**config.mk**
```make
export PLATFORM = sky130hd
export DESIGN_NAME = multicycle_control_unit
export DESIGN_NICKNAME = d
export VERILOG_FILES = /design/src/rtl/multicycle_control_unit_pkg.sv /design/src/rtl/mcu_alu_decode.sv /design/src/rtl/multicycle_control_unit.sv
export SDC_FILE = /design/constraint.sdc
export NUM_CORES = 1
export LEC_CHECK = 0
export CAP_MARGIN = 20
export CORE_MARGIN = 2
export CORE_UTILIZATION = 50
export DETAILED_ROUTE_END_ITERATION = 8
export HOLD_SLACK_MARGIN = 0.08
export PLACE_DENSITY = 0.85
export SLEW_MARGIN = 20
export SYNTH_ARGS = -nofsm -noshare
export SYNTH_HDL_FRONTEND = slang
export SYNTH_SLANG_ARGS = --single-unit
```
**constraint.sdc**
```tcl
create_clock -name clk -period 10.2 [get_ports clk]
set_input_delay 2.55 -clock clk [delete_from_list [all_inputs] [get_ports clk]]
set_output_delay 2.55 -clock clk [all_outputs]
set_load 0.03 [all_outputs]
```
**src/rtl/multicycle_control_unit_pkg.sv**
```systemverilog
// Shared constants for the multi-cycle MIPS control unit: opcodes, functs,
// ALU encodings, FSM states and datapath mux selects.
package multicycle_control_unit_pkg;

  typedef enum logic [3:0] {
    S_FETCH, S_DECODE, S_EXEC, S_MEM_ADDR, S_MEM_RD, S_MEM_WR, S_WB, S_JUMP, S_TRAP
  } state_t;

  typedef enum logic [2:0] {
    CLS_RTYPE, CLS_IALU, CLS_LOAD, CLS_STORE, CLS_BRANCH, CLS_JUMP, CLS_INVALID
  } inst_class_t;

  localparam logic [5:0] OP_RTYPE = 6'h00;
  localparam logic [5:0] OP_J     = 6'h02;
  localparam logic [5:0] OP_JAL   = 6'h03;
  localparam logic [5:0] OP_BEQ   = 6'h04;
  localparam logic [5:0] OP_BNE   = 6'h05;
  localparam logic [5:0] OP_ADDI  = 6'h08;
  localparam logic [5:0] OP_SLTI  = 6'h0A;
  localparam logic [5:0] OP_ANDI  = 6'h0C;
  localparam logic [5:0] OP_ORI   = 6'h0D;
  localparam logic [5:0] OP_XORI  = 6'h0E;
  localparam logic [5:0] OP_LW    = 6'h23;
  localparam logic [5:0] OP_SW    = 6'h2B;

  localparam logic [5:0] FN_SLL = 6'h00;
  localparam logic [5:0] FN_SRL = 6'h02;
  localparam logic [5:0] FN_JR  = 6'h08;
  localparam logic [5:0] FN_ADD = 6'h20;
  localparam logic [5:0] FN_SUB = 6'h22;
  localparam logic [5:0] FN_AND = 6'h24;
  localparam logic [5:0] FN_OR  = 6'h25;
  localparam logic [5:0] FN_XOR = 6'h26;
  localparam logic [5:0] FN_NOR = 6'h27;
  localparam logic [5:0] FN_SGT = 6'h29;
  localparam logic [5:0] FN_SLT = 6'h2A;

  localparam logic [3:0] ALU_ADD  = 4'b0000;
  localparam logic [3:0] ALU_SUB  = 4'b0001;
  localparam logic [3:0] ALU_AND  = 4'b0010;
  localparam logic [3:0] ALU_OR   = 4'b0011;
  localparam logic [3:0] ALU_SLT  = 4'b0100;
  localparam logic [3:0] ALU_XOR  = 4'b0101;
  localparam logic [3:0] ALU_NOR  = 4'b0110;
  localparam logic [3:0] ALU_SLL  = 4'b0111;
  localparam logic [3:0] ALU_SRL  = 4'b1000;
  localparam logic [3:0] ALU_SGT  = 4'b1001;
  localparam logic [3:0] ALU_NONE = 4'b1111;

  localparam logic [1:0] RDST_RT = 2'b00;
  localparam logic [1:0] RDST_RD = 2'b01;
  localparam logic [1:0] RDST_RA = 2'b10;

  localparam logic [1:0] M2R_ALUOUT = 2'b00;
  localparam logic [1:0] M2R_MDR    = 2'b01;
  localparam logic [1:0] M2R_PC     = 2'b10;

  localparam logic [1:0] SRCA_PC    = 2'b00;
  localparam logic [1:0] SRCA_RS    = 2'b01;
  localparam logic [1:0] SRCA_SHAMT = 2'b10;

  localparam logic [1:0] SRCB_RT     = 2'b00;
  localparam logic [1:0] SRCB_FOUR   = 2'b01;
  localparam logic [1:0] SRCB_IMM    = 2'b10;
  localparam logic [1:0] SRCB_IMM_SH = 2'b11;

  localparam logic [1:0] PCSRC_ALU    = 2'b00;
  localparam logic [1:0] PCSRC_ALUOUT = 2'b01;
  localparam logic [1:0] PCSRC_JUMP   = 2'b10;
  localparam logic [1:0] PCSRC_RS     = 2'b11;

  function automatic inst_class_t classify(input logic [5:0] op);
    case (op)
      OP_RTYPE:                                  return CLS_RTYPE;
      OP_ADDI, OP_ANDI, OP_ORI, OP_XORI, OP_SLTI: return CLS_IALU;
      OP_LW:                                     return CLS_LOAD;
      OP_SW:                                     return CLS_STORE;
      OP_BEQ, OP_BNE:                            return CLS_BRANCH;
      OP_J, OP_JAL:                              return CLS_JUMP;
      default:                                   return CLS_INVALID;
    endcase
  endfunction

endpackage

```
**src/rtl/mcu_alu_decode.sv**
```systemverilog
// Combinational ALU-function decode: instruction class + opcode/funct to
// alu_op, A-operand select and a validity flag.
module mcu_alu_decode
  import multicycle_control_unit_pkg::*;
(
  input  inst_class_t cls,
  input  logic [5:0]  opcode,
  input  logic [5:0]  funct,
  output logic [3:0]  alu_op,
  output logic [1:0]  alu_src_a,
  output logic        is_valid
);

  always_comb begin
    alu_op    = ALU_NONE;
    alu_src_a = SRCA_RS;
    is_valid  = 1'b1;
    case (cls)
      CLS_RTYPE: begin
        case (funct)
          FN_ADD: alu_op = ALU_ADD;
          FN_SUB: alu_op = ALU_SUB;
          FN_AND: alu_op = ALU_AND;
          FN_OR:  alu_op = ALU_OR;
          FN_SLT: alu_op = ALU_SLT;
          FN_SGT: alu_op = ALU_SGT;
          FN_XOR: alu_op = ALU_XOR;
          FN_NOR: alu_op = ALU_NOR;
          FN_SLL: begin
            alu_op    = ALU_SLL;
            alu_src_a = SRCA_SHAMT;
          end
          FN_SRL: begin
            alu_op    = ALU_SRL;
            alu_src_a = SRCA_SHAMT;
          end
          FN_JR:   alu_op = ALU_NONE;
          default: is_valid = 1'b0;
        endcase
      end
      CLS_IALU: begin
        case (opcode)
          OP_ADDI: alu_op = ALU_ADD;
          OP_ANDI: alu_op = ALU_AND;
          OP_ORI:  alu_op = ALU_OR;
          OP_XORI: alu_op = ALU_XOR;
          OP_SLTI: alu_op = ALU_SLT;
          default: is_valid = 1'b0;
        endcase
      end
      CLS_LOAD, CLS_STORE: alu_op = ALU_ADD;
      CLS_BRANCH:          alu_op = ALU_SUB;
      CLS_JUMP:            alu_op = ALU_NONE;
      default:             is_valid = 1'b0;
    endcase
  end

endmodule

```
**src/rtl/multicycle_control_unit.sv**
```systemverilog
// Multi-cycle MIPS control FSM with a shared ALU, unified memory port with
// wait states, and sticky traps for invalid instructions / memory timeout.
module multicycle_control_unit
  import multicycle_control_unit_pkg::*;
#(
  parameter int ALUOP_W     = 4,
  parameter int MEM_TIMEOUT = 15,
  parameter int TMR_W       = 4
) (
  input  logic               clk,
  input  logic               reset,
  input  logic [5:0]         opcode,
  input  logic [5:0]         funct,
  input  logic               zero,
  input  logic               mem_ready,
  output logic               pc_wr_en,
  output logic               ir_wr_en,
  output logic               i_or_d,
  output logic               mem_rd_en,
  output logic               mem_wr_en,
  output logic [1:0]         reg_dst,
  output logic [1:0]         mem_to_reg,
  output logic               reg_wr_en,
  output logic [1:0]         alu_src_a,
  output logic [1:0]         alu_src_b,
  output logic [ALUOP_W-1:0] alu_op,
  output logic [1:0]         pc_src,
  output logic               invalid_inst,
  output logic               mem_timeout,
  output logic               busy
);

  localparam logic [TMR_W-1:0] TMO_LAST = TMR_W'(MEM_TIMEOUT - 1);

  state_t           state;
  logic [TMR_W-1:0] wait_cnt;
  inst_class_t      cls;
  logic             is_jr;
  logic             in_mem_state;
  logic             mem_expire;
  logic [3:0]       dec_alu_op;
  logic [1:0]       dec_src_a;
  logic             dec_valid;
  logic [3:0]       alu_code;

  assign cls          = classify(opcode);
  assign is_jr        = (cls == CLS_RTYPE) && (funct == FN_JR);
  assign in_mem_state = state inside {S_FETCH, S_MEM_RD, S_MEM_WR};
  // A ready arriving in the last allowed cycle completes normally.
  assign mem_expire   = in_mem_state && !mem_ready && (wait_cnt == TMO_LAST);

  mcu_alu_decode u_alu_decode (
    .cls       (cls),
    .opcode    (opcode),
    .funct     (funct),
    .alu_op    (dec_alu_op),
    .alu_src_a (dec_src_a),
    .is_valid  (dec_valid)
  );

  always_ff @(posedge clk or posedge reset) begin
    if (reset) begin
      state        <= S_FETCH;
      wait_cnt     <= '0;
      invalid_inst <= 1'b0;
      mem_timeout  <= 1'b0;
    end else begin
      if (in_mem_state && !mem_ready) wait_cnt <= wait_cnt + TMR_W'(1);
      else                            wait_cnt <= '0;

      if (mem_expire) begin
        state       <= S_TRAP;
        mem_timeout <= 1'b1;
      end else begin
        case (state)
          S_FETCH: if (mem_ready) state <= S_DECODE;
          S_DECODE: begin
            if (!dec_valid) begin
              state        <= S_TRAP;
              invalid_inst <= 1'b1;
            end else if (cls == CLS_LOAD || cls == CLS_STORE) begin
              state <= S_MEM_ADDR;
            end else if (cls == CLS_JUMP || is_jr) begin
              state <= S_JUMP;
            end else begin
              state <= S_EXEC;
            end
          end
          S_EXEC:     state <= (cls == CLS_BRANCH) ? S_FETCH : S_WB;
          S_MEM_ADDR: state <= (cls == CLS_LOAD) ? S_MEM_RD : S_MEM_WR;
          S_MEM_RD:   if (mem_ready) state <= S_WB;
          S_MEM_WR:   if (mem_ready) state <= S_FETCH;
          S_WB:       state <= S_FETCH;
          S_JUMP:     state <= S_FETCH;
          S_TRAP:     state <= S_TRAP;
          default:    state <= S_FETCH;
        endcase
      end
    end
  end

  // Outputs are gated by reset so an aborted access never issues a write.
  always_comb begin
    pc_wr_en   = 1'b0;
    ir_wr_en   = 1'b0;
    i_or_d     = 1'b0;
    mem_rd_en  = 1'b0;
    mem_wr_en  = 1'b0;
    reg_dst    = RDST_RT;
    mem_to_reg = M2R_ALUOUT;
    reg_wr_en  = 1'b0;
    alu_src_a  = SRCA_PC;
    alu_src_b  = SRCB_RT;
    alu_code   = ALU_NONE;
    pc_src     = PCSRC_ALU;
    if (!reset) begin
      case (state)
        S_FETCH: begin
          mem_rd_en = 1'b1;
          alu_src_b = SRCB_FOUR;
          alu_code  = ALU_ADD;
          if (mem_ready) begin
            ir_wr_en = 1'b1;
            pc_wr_en = 1'b1;
          end
        end
        S_DECODE: begin
          alu_src_b = SRCB_IMM_SH;
          alu_code  = ALU_ADD;
        end
        S_EXEC: begin
          alu_src_a = dec_src_a;
          alu_code  = dec_alu_op;
          if (cls == CLS_IALU) alu_src_b = SRCB_IMM;
          if (cls == CLS_BRANCH) begin
            pc_src   = PCSRC_ALUOUT;
            pc_wr_en = (opcode == OP_BEQ) ? zero : ~zero;
          end
        end
        S_MEM_ADDR: begin
          alu_src_a = SRCA_RS;
          alu_src_b = SRCB_IMM;
          alu_code  = ALU_ADD;
        end
        S_MEM_RD: begin
          mem_rd_en = 1'b1;
          i_or_d    = 1'b1;
        end
        S_MEM_WR: begin
          mem_wr_en = 1'b1;
          i_or_d    = 1'b1;
        end
        S_WB: begin
          reg_wr_en = 1'b1;
          if (cls == CLS_RTYPE) reg_dst = RDST_RD;
          if (cls == CLS_LOAD)  mem_to_reg = M2R_MDR;
        end
        S_JUMP: begin
          pc_wr_en = 1'b1;
          pc_src   = is_jr ? PCSRC_RS : PCSRC_JUMP;
          if (opcode == OP_JAL) begin
            reg_wr_en  = 1'b1;
            reg_dst    = RDST_RA;
            mem_to_reg = M2R_PC;
          end
        end
        default: ;
      endcase
    end
  end

  assign alu_op = ALUOP_W'(alu_code);
  assign busy   = !reset && (state != S_TRAP);

endmodule

```
==> results.tsv, run 1 <==
stage	metric	value	unit
clock_tree	clockBufferDepth	2	
sta	finalSetupTns	0	ns
yosys	synth-seq-cells	10	
flow_run	maxCapViolCount	0	
route	wl_met1	1620	um
clock_tree	htreeDepth	1	
critical_path	r2r_slack	8.25	ns
route	dr_total_vias	1389	
critical_path	end_kind	output port	
sta	skew	0.00408	ns
placed_design	dp_cells	233	
grt	grt_start_max_net_pins	18	
clock_tree	clock_latency	0.27	ns
layout	diodes	0	
route	dr_wl_met3	154	um
sta	finalSetupViolCount	0	
die	num_rows	17	
sta	relSlewSlack	63.8	%
route	antenna_left	0	
route	drc	0	
layout	fin_area	0.00164	mm^2
power_and_ir_drop	vdd_drop_max	150	uV
critical_path	slowest_delay	0.69	ns
route	drt-pass1-iter-count	4	
layout	drive_above_1_share	6.22	%
die	die_y	53.5	um
critical_path	critPathArrivalTime	5.66	ns
clock_tree	hold_buffers	0	
die	die-area	0.00287	mm^2
critical_path	cp_max_fo	8	
placed_design	place_area	0.00161	mm^2
yosys	synth_cell_types	48	
critical_path	crit_family	buffers and inverters	
die	initial_core_util	53.9	%
sta	tightest_slew	0.539	ns
clock_tree	clk_pin_slew	0.07	ns
grt	overflow	0	
yosys	synth-edff-count	0	
sta	rsz0062_at_grt	no	
placed_design	portBuffers	38	
placed_design	place_congestion	0.880	
placed_design	post-dp-hpwl	2790	um
die	die_x	53.5	um
clock_tree	cts_root_buf	clkbuf_4	
clock_tree	clock-sinks	10	
sta	post-route-min-period	8.21	ns
critical_path	cp.required	7.65	ns
hold_path	holdPathStages	1	
grt	antenna_found_initial	0	
clock_tree	post-cts-setup-buffers	0	
status	outcome	completed	
route	drt_wl_total	3570	um
route	wl_per_cell	15.1	um
hold_path	hold_path.class	reg2reg	
yosys	yosysSeqAreaShare	20.4	%
yosys	avgSynthCellArea	6.97	um^2
clock_tree	tritoncts	done	
route	drt_iter0_drc	38	
clock_tree	cts_resized	0	
yosys	synth_top_flop_cell	dfrtp_1	
grt	grt_pass1_wl	5870	um
yosys	synthArstFlopShare	100	%
route	routed_via_density	5.86	
layout	syn_to_final_growth	33.7	%
critical_path	startpoint_type	primary input	
critical_path	cp.depth	10	
sta	fmaxAchievable	122	MHz
yosys	synthCells	176	
layout	nNetsFinal	230	
power_and_ir_drop	total_power	0.295	mW
yosys	yosysWarningCount	0	
grt	grt_usage	27.3	%
yosys	syn_area	0.00123	mm^2
critical_path	worstSetupPathType	in2out	
sta	slew_violations	0	
die	coreArea	0.00228	mm^2
critical_path	path_cells	clkdlybuf4s50_1 -> nand2_1 -> nor3_1 -> inv_1 -> ha_1 -> a31oi_4 -> nand3_1 -> o21bai_1 -> a31oi_1 -> clkdlybuf4s50_1	
critical_path	cpMostUsedCell	clkdlybuf4s50_1	
critical_path	cp_slowest_cell	clkdlybuf4s50_1	
clock_tree	cts_buffers	3	
route	highest_layer	met4	
critical_path	r2r_cells	6	
layout	final_cells	237	
power_and_ir_drop	power-per-cell-area	180	mW/mm^2
yosys	syn_nets	196	
critical_path	cp_num_buf_inv	3	
sta	fin_crit_sh	80.5	%
sta	hold_viol_final	0	
die	boundaryPins	39	
route	routed-wl-met2	1760	um
grt	grt_pass1_vias	1335	
power_and_ir_drop	p_leak	0.635	nW
## kinds of logic after synthesis
logic type	share of synthesized area, %
buffers and inverters	5.81
AOI/OAI and AO/OA	26.9
muxes	0.917
xor gates and xnor gates	3.57
adders and majority gates	4.08
and+or+nand+nor	38.3
DFF	20.4
## flip-flops by register name, summed over array words and instances, names as in the netlist
signal and count:
wait_cnt 4, invalid_inst 1, mem_timeout 1, state 4
## final cells by class
cell class	instances	area, um^2
fill	184	634
clock buffer	4	36.3
multi-input combinational	148	906
sequential	10	250
timing repair buffer	38	380
inverter	9	33.8
tap	28	35.0
## where the power goes
group | internal [mW] | switching, mW
Sequential | 0.0501 | 0.0274
Clock | 0.0217 | 0.0142
Combinational | 0.0768 | 0.105
Total | 0.149 | 0.147
## through the flow
stage | hold WS, ns | worst slack [ns] | utilization, %
5_1_grt | 0.512 | 1.68 | 72.1
3_5_place_dp | 0.471 | 2.00 | 70.5
3_3_place_gp | 0.451 | 2.10 | 70.5
4_1_cts | 0.491 | 2.00 | 72.1
2_1_floorplan | 0.454 | 2.92 | -
6_report | 0.495 | 1.99 | 72.1
## path summary, 6_finish.rpt
check | startpoint | to
max | opcode[0] | alu_op[2]
min | invalid_inst | invalid_inst
max reg2reg | state[0] | state[0]
min reg2reg | invalid_inst | invalid_inst
max in group asynchronous | reset | wait_cnt[2]
min in group asynchronous | reset | state[1]
## layer usage
layer | global-route usage (%) | vias to the layer above
met2 | 47.1 | 51
met1 | 34.6 | 638
met5 | 0 | -
met3 | 3.89 | 6
met4 | 8.97 | 0
li1 | - | 694
## worst register-to-register path, delay by kind of cell, from the launching register on
| family | cells | cell delay (ns) |
|---|---|---|
| flip-flops | 1 | 0.52 |
| AND/OR/NAND/NOR | 4 | 1.08 |
| AO/OA/AOI/OAI | 2 | 0.23 |
## cell usage in the layout (no fill, tap or decap), types with 3 or more instances in the layout
| cell type | n |
|---|---|
| dfrtp_1 | 10 |
| nor2b_1 | 9 |
| nor3_1 | 6 |
| ha_1 | 4 |
| xor2_1 | 3 |
| nand2_1 | 19 |
| a31oi_1 | 4 |
| nand3_1 | 7 |
| nor2_1 | 25 |
| o221ai_1 | 3 |
| and3_1 | 4 |
| clkdlybuf4s50_1 | 38 |
| o21a_1 | 3 |
| nand2b_1 | 5 |
| o21ai_0 | 7 |
| inv_1 | 9 |
| clkbuf_4 | 3 |
| or2_2 | 3 |
| o21bai_1 | 3 |
| a21oi_1 | 9 |
## synthesized netlist by cell type, drive strengths merged (4+ instances only)
| library cell | n | area share, % |
|---|---|---|
| nor2 | 25 | 7.6 |
| nand2 | 19 | 5.8 |
| dfrtp | 10 | 20 |
| a21oi | 9 | 3.7 |
| inv | 9 | 2.8 |
| nor2b | 9 | 4.6 |
| clkbuf | 8 | 2.4 |
| o21ai | 8 | 3.3 |
| nand3 | 7 | 2.9 |
| nor3 | 6 | 2.4 |
| a31oi | 5 | 3.8 |
| nand2b | 5 | 2.5 |
| and3 | 4 | 2.0 |
| ha | 4 | 4.1 |
(Power assumes the default switching activity.)
==> run 2: changes to the inputs <==
Settings changed: CORE_UTILIZATION 50 to 42, PLACE_DENSITY 0.85 to 0.76.
Clock period 10.2 ns to 7.31 ns, I/O delays scaled along.
==> results.tsv, run 2 (synthesis results as in run 1) <==
stage	metric	value	unit	change
route	dr_total_vias	1403		was 1389
placed_design	portBuffers	38		unchanged
flow_run	maxCapViolCount	0		unchanged
clock_tree	clockBufferDepth	2		unchanged
route	dr_wl_met3	211	um	was 154 um
die	boundaryPins	39		unchanged
critical_path	cp_max_fo	8		unchanged
route	drt-pass1-iter-count	4		unchanged
critical_path	cp.required	5.48	ns	was 7.65 ns
layout	nFillCells	265		was 184
die	die_y	58.1	um	was 53.5 um
route	wl_per_cell	14.8	um	was 15.1 um
layout	multi_input_area	906	um^2	unchanged
grt	overflow	0		unchanged
sta	finalSetupViolCount	0		unchanged
critical_path	r2r_cells	6		unchanged
layout	diodes	0		unchanged
die	num_rows	19		was 17
layout	syn_to_final_growth	34.0	%	was 33.7%
route	drt_wl_total	3560	um	was 3570 um
layout	nNetsFinal	230		unchanged
status	outcome	completed		unchanged
critical_path	worstSetupPathType	in2out		unchanged
critical_path	startpoint_type	primary input		unchanged
power_and_ir_drop	p_seq_share	26.1	%	was 26.3%
sta	slew_violations	0		unchanged
placed_design	place_congestion	0.871		was 0.880
route	antenna_left	0		unchanged
sta	rsz0062_at_grt	no		unchanged
route	routed-wl-met2	1760	um	about the same
clock_tree	cts_root_buf	clkbuf_4		unchanged
sta	fmaxAchievable	147	MHz	
power_and_ir_drop	pwr-share-comb	62.1	%	was 61.6%
die	die-area	0.00337	mm^2	was 0.00287 mm^2
hold_path	hold_path.class	reg2reg		unchanged
sta	relSlewSlack	64.0	%	was 63.8%
die	coreArea	0.00276	mm^2	was 0.00228 mm^2
critical_path	cp_slowest_cell	clkdlybuf4s50_1		unchanged
power_and_ir_drop	switchingPower	0.201	mW	was 0.147 mW
grt	grt_pass1_wl	5510	um	was 5870 um
clock_tree	clk_pin_slew	0.07	ns	about the same
critical_path	end_kind	output port		unchanged
route	drc	0		unchanged
clock_tree	htreeDepth	1		unchanged
clock_tree	cts_resized	0		unchanged
die	initial_core_util	44.5	%	was 53.9%
layout	largestRegisters	state (4), wait_cnt (4)		unchanged
route	drt_iter0_drc	67		was 38
sta	hold_viol_final	0		unchanged
route	routed_via_density	5.85		was 5.86
grt	grt_pass1_vias	1293		was 1335
grt	antenna_found_initial	0		unchanged
route	highest_layer	met4		unchanged
layout	layout_common_cells	clkdlybuf4s50_1, nor2_1, nand2_1		unchanged
layout	regArea	250	um^2	unchanged
grt	grt_start_max_net_pins	18		unchanged
clock_tree	hold_buffers	0		unchanged
power_and_ir_drop	total_power	0.408	mW	was 0.295 mW
placed_design	place_area	0.00161	mm^2	about the same
layout	fin_area	0.00165	mm^2	was 0.00164 mm^2
layout	layout_commonest_cell	clkdlybuf4s50_1		unchanged
clock_tree	cts_buffers	3		unchanged
sta	tightest_slew	0.535	ns	was 0.539 ns
layout	fin_util	59.7	%	was 72.1%
power_and_ir_drop	power.internal	0.207	mW	was 0.149 mW
sta	post-route-min-period	6.78	ns	
clock_tree	tritoncts	done		unchanged
power_and_ir_drop	switching_share	49.2	%	was 49.7%
hold_path	holdPathStages	1		unchanged
sta	finalSetupTns	0	ns	unchanged
power_and_ir_drop	clock_power_share	11.8	%	was 12.2%
power_and_ir_drop	vdd_drop_max	187	uV	was 150 uV
critical_path	critPathArrivalTime	4.95	ns	was 5.66 ns
sta	fin_crit_sh	92.8	%	
clock_tree	clock_latency	0.26	ns	was 0.27 ns
power_and_ir_drop	power-per-cell-area	248	mW/mm^2	was 180 mW/mm^2
grt	grt_usage	20.1	%	was 27.3%
critical_path	cpMostUsedCell	clkdlybuf4s50_1		unchanged
clock_tree	post-cts-setup-buffers	0		unchanged
die	die_x	58.1	um	was 53.5 um
critical_path	slowest_delay	0.69	ns	about the same
placed_design	post-dp-hpwl	2820	um	was 2790 um
route	wl_met1	1540	um	was 1620 um
clock_tree	clock-sinks	10		unchanged
critical_path	path_cells	clkdlybuf4s50_1 -> nand2_1 -> nor3_1 -> inv_1 -> ha_1 -> a31oi_4 -> nand3_1 -> o21bai_1 -> a31oi_1 -> clkdlybuf4s50_1		unchanged
layout	drive_above_1_share	6.22	%	unchanged
power_and_ir_drop	p_leak	0.635	nW	unchanged
sta	skew	0.00275	ns	was 0.00408 ns
==> run 2: power by group through the flow <==
stage | registers, mW | clock network (mW) | logic (mW)
after floorplan | 0.0816 | 0 | 0.187
after global placement | 0.105 | 0 | 0.247
after detailed placement | 0.106 | 0 | 0.252
after CTS | 0.105 | 0.0500 | 0.252
after global routing | 0.111 | 0.0541 | 0.272
final | 0.107 | 0.0482 | 0.253
==> run 2: worst max-delay path, delay by kind of cell <==
family	cells	cell delay, ns
simple gates	3	0.80
compound gates	3	0.62
buf+inv	3	1.45
fa+ha+maj	1	0.26
==> run 2: path summary, 6_finish.rpt <==
kind | endpoint | slack [ns] | from
setup / recovery | alu_op[1] | 0.53 | opcode[0]
max in group asynchronous | state[0] | 4.98 | reset
hold / removal | mem_timeout | 0.47 | mem_timeout
hold reg to reg | mem_timeout | 0.47 | mem_timeout
min in group asynchronous | wait_cnt[3] | 2.05 | reset
setup reg to reg | state[0] | 5.24 | state[0]
==> run 2: final cells by class <==
| class | count | share of cell area [%] |
|---|---|---|
| Multi-Input combinational cell | 148 | 55.1 |
| Clock buffer | 4 | 2.21 |
| Inverter | 9 | 2.05 |
| Timing Repair Buffer | 38 | 23.1 |
| Sequential cell | 10 | 15.2 |
| Tap cell | 31 | 2.36 |
==> run 2: through the flow <==
| step | setup slack [ns] | instances | hold slack [ns] |
|---|---|---|---|
| after global placement | 0.692 | 236 | 0.448 |
| after global routing | 0.327 | 240 | 0.501 |
| final | 0.529 | 240 | 0.469 |
| after detailed placement | 0.533 | 236 | 0.458 |
| after floorplan | 1.48 | 176 | 0.454 |
| after CTS | 0.527 | 240 | 0.475 |
==> run 2: routing by layer <==
metal,GRT usage (%),up-vias
li1,-,695
met1,25.2,645
met2,36.4,55
met4,6.98,0
met5,0,-
met3,1.34,8
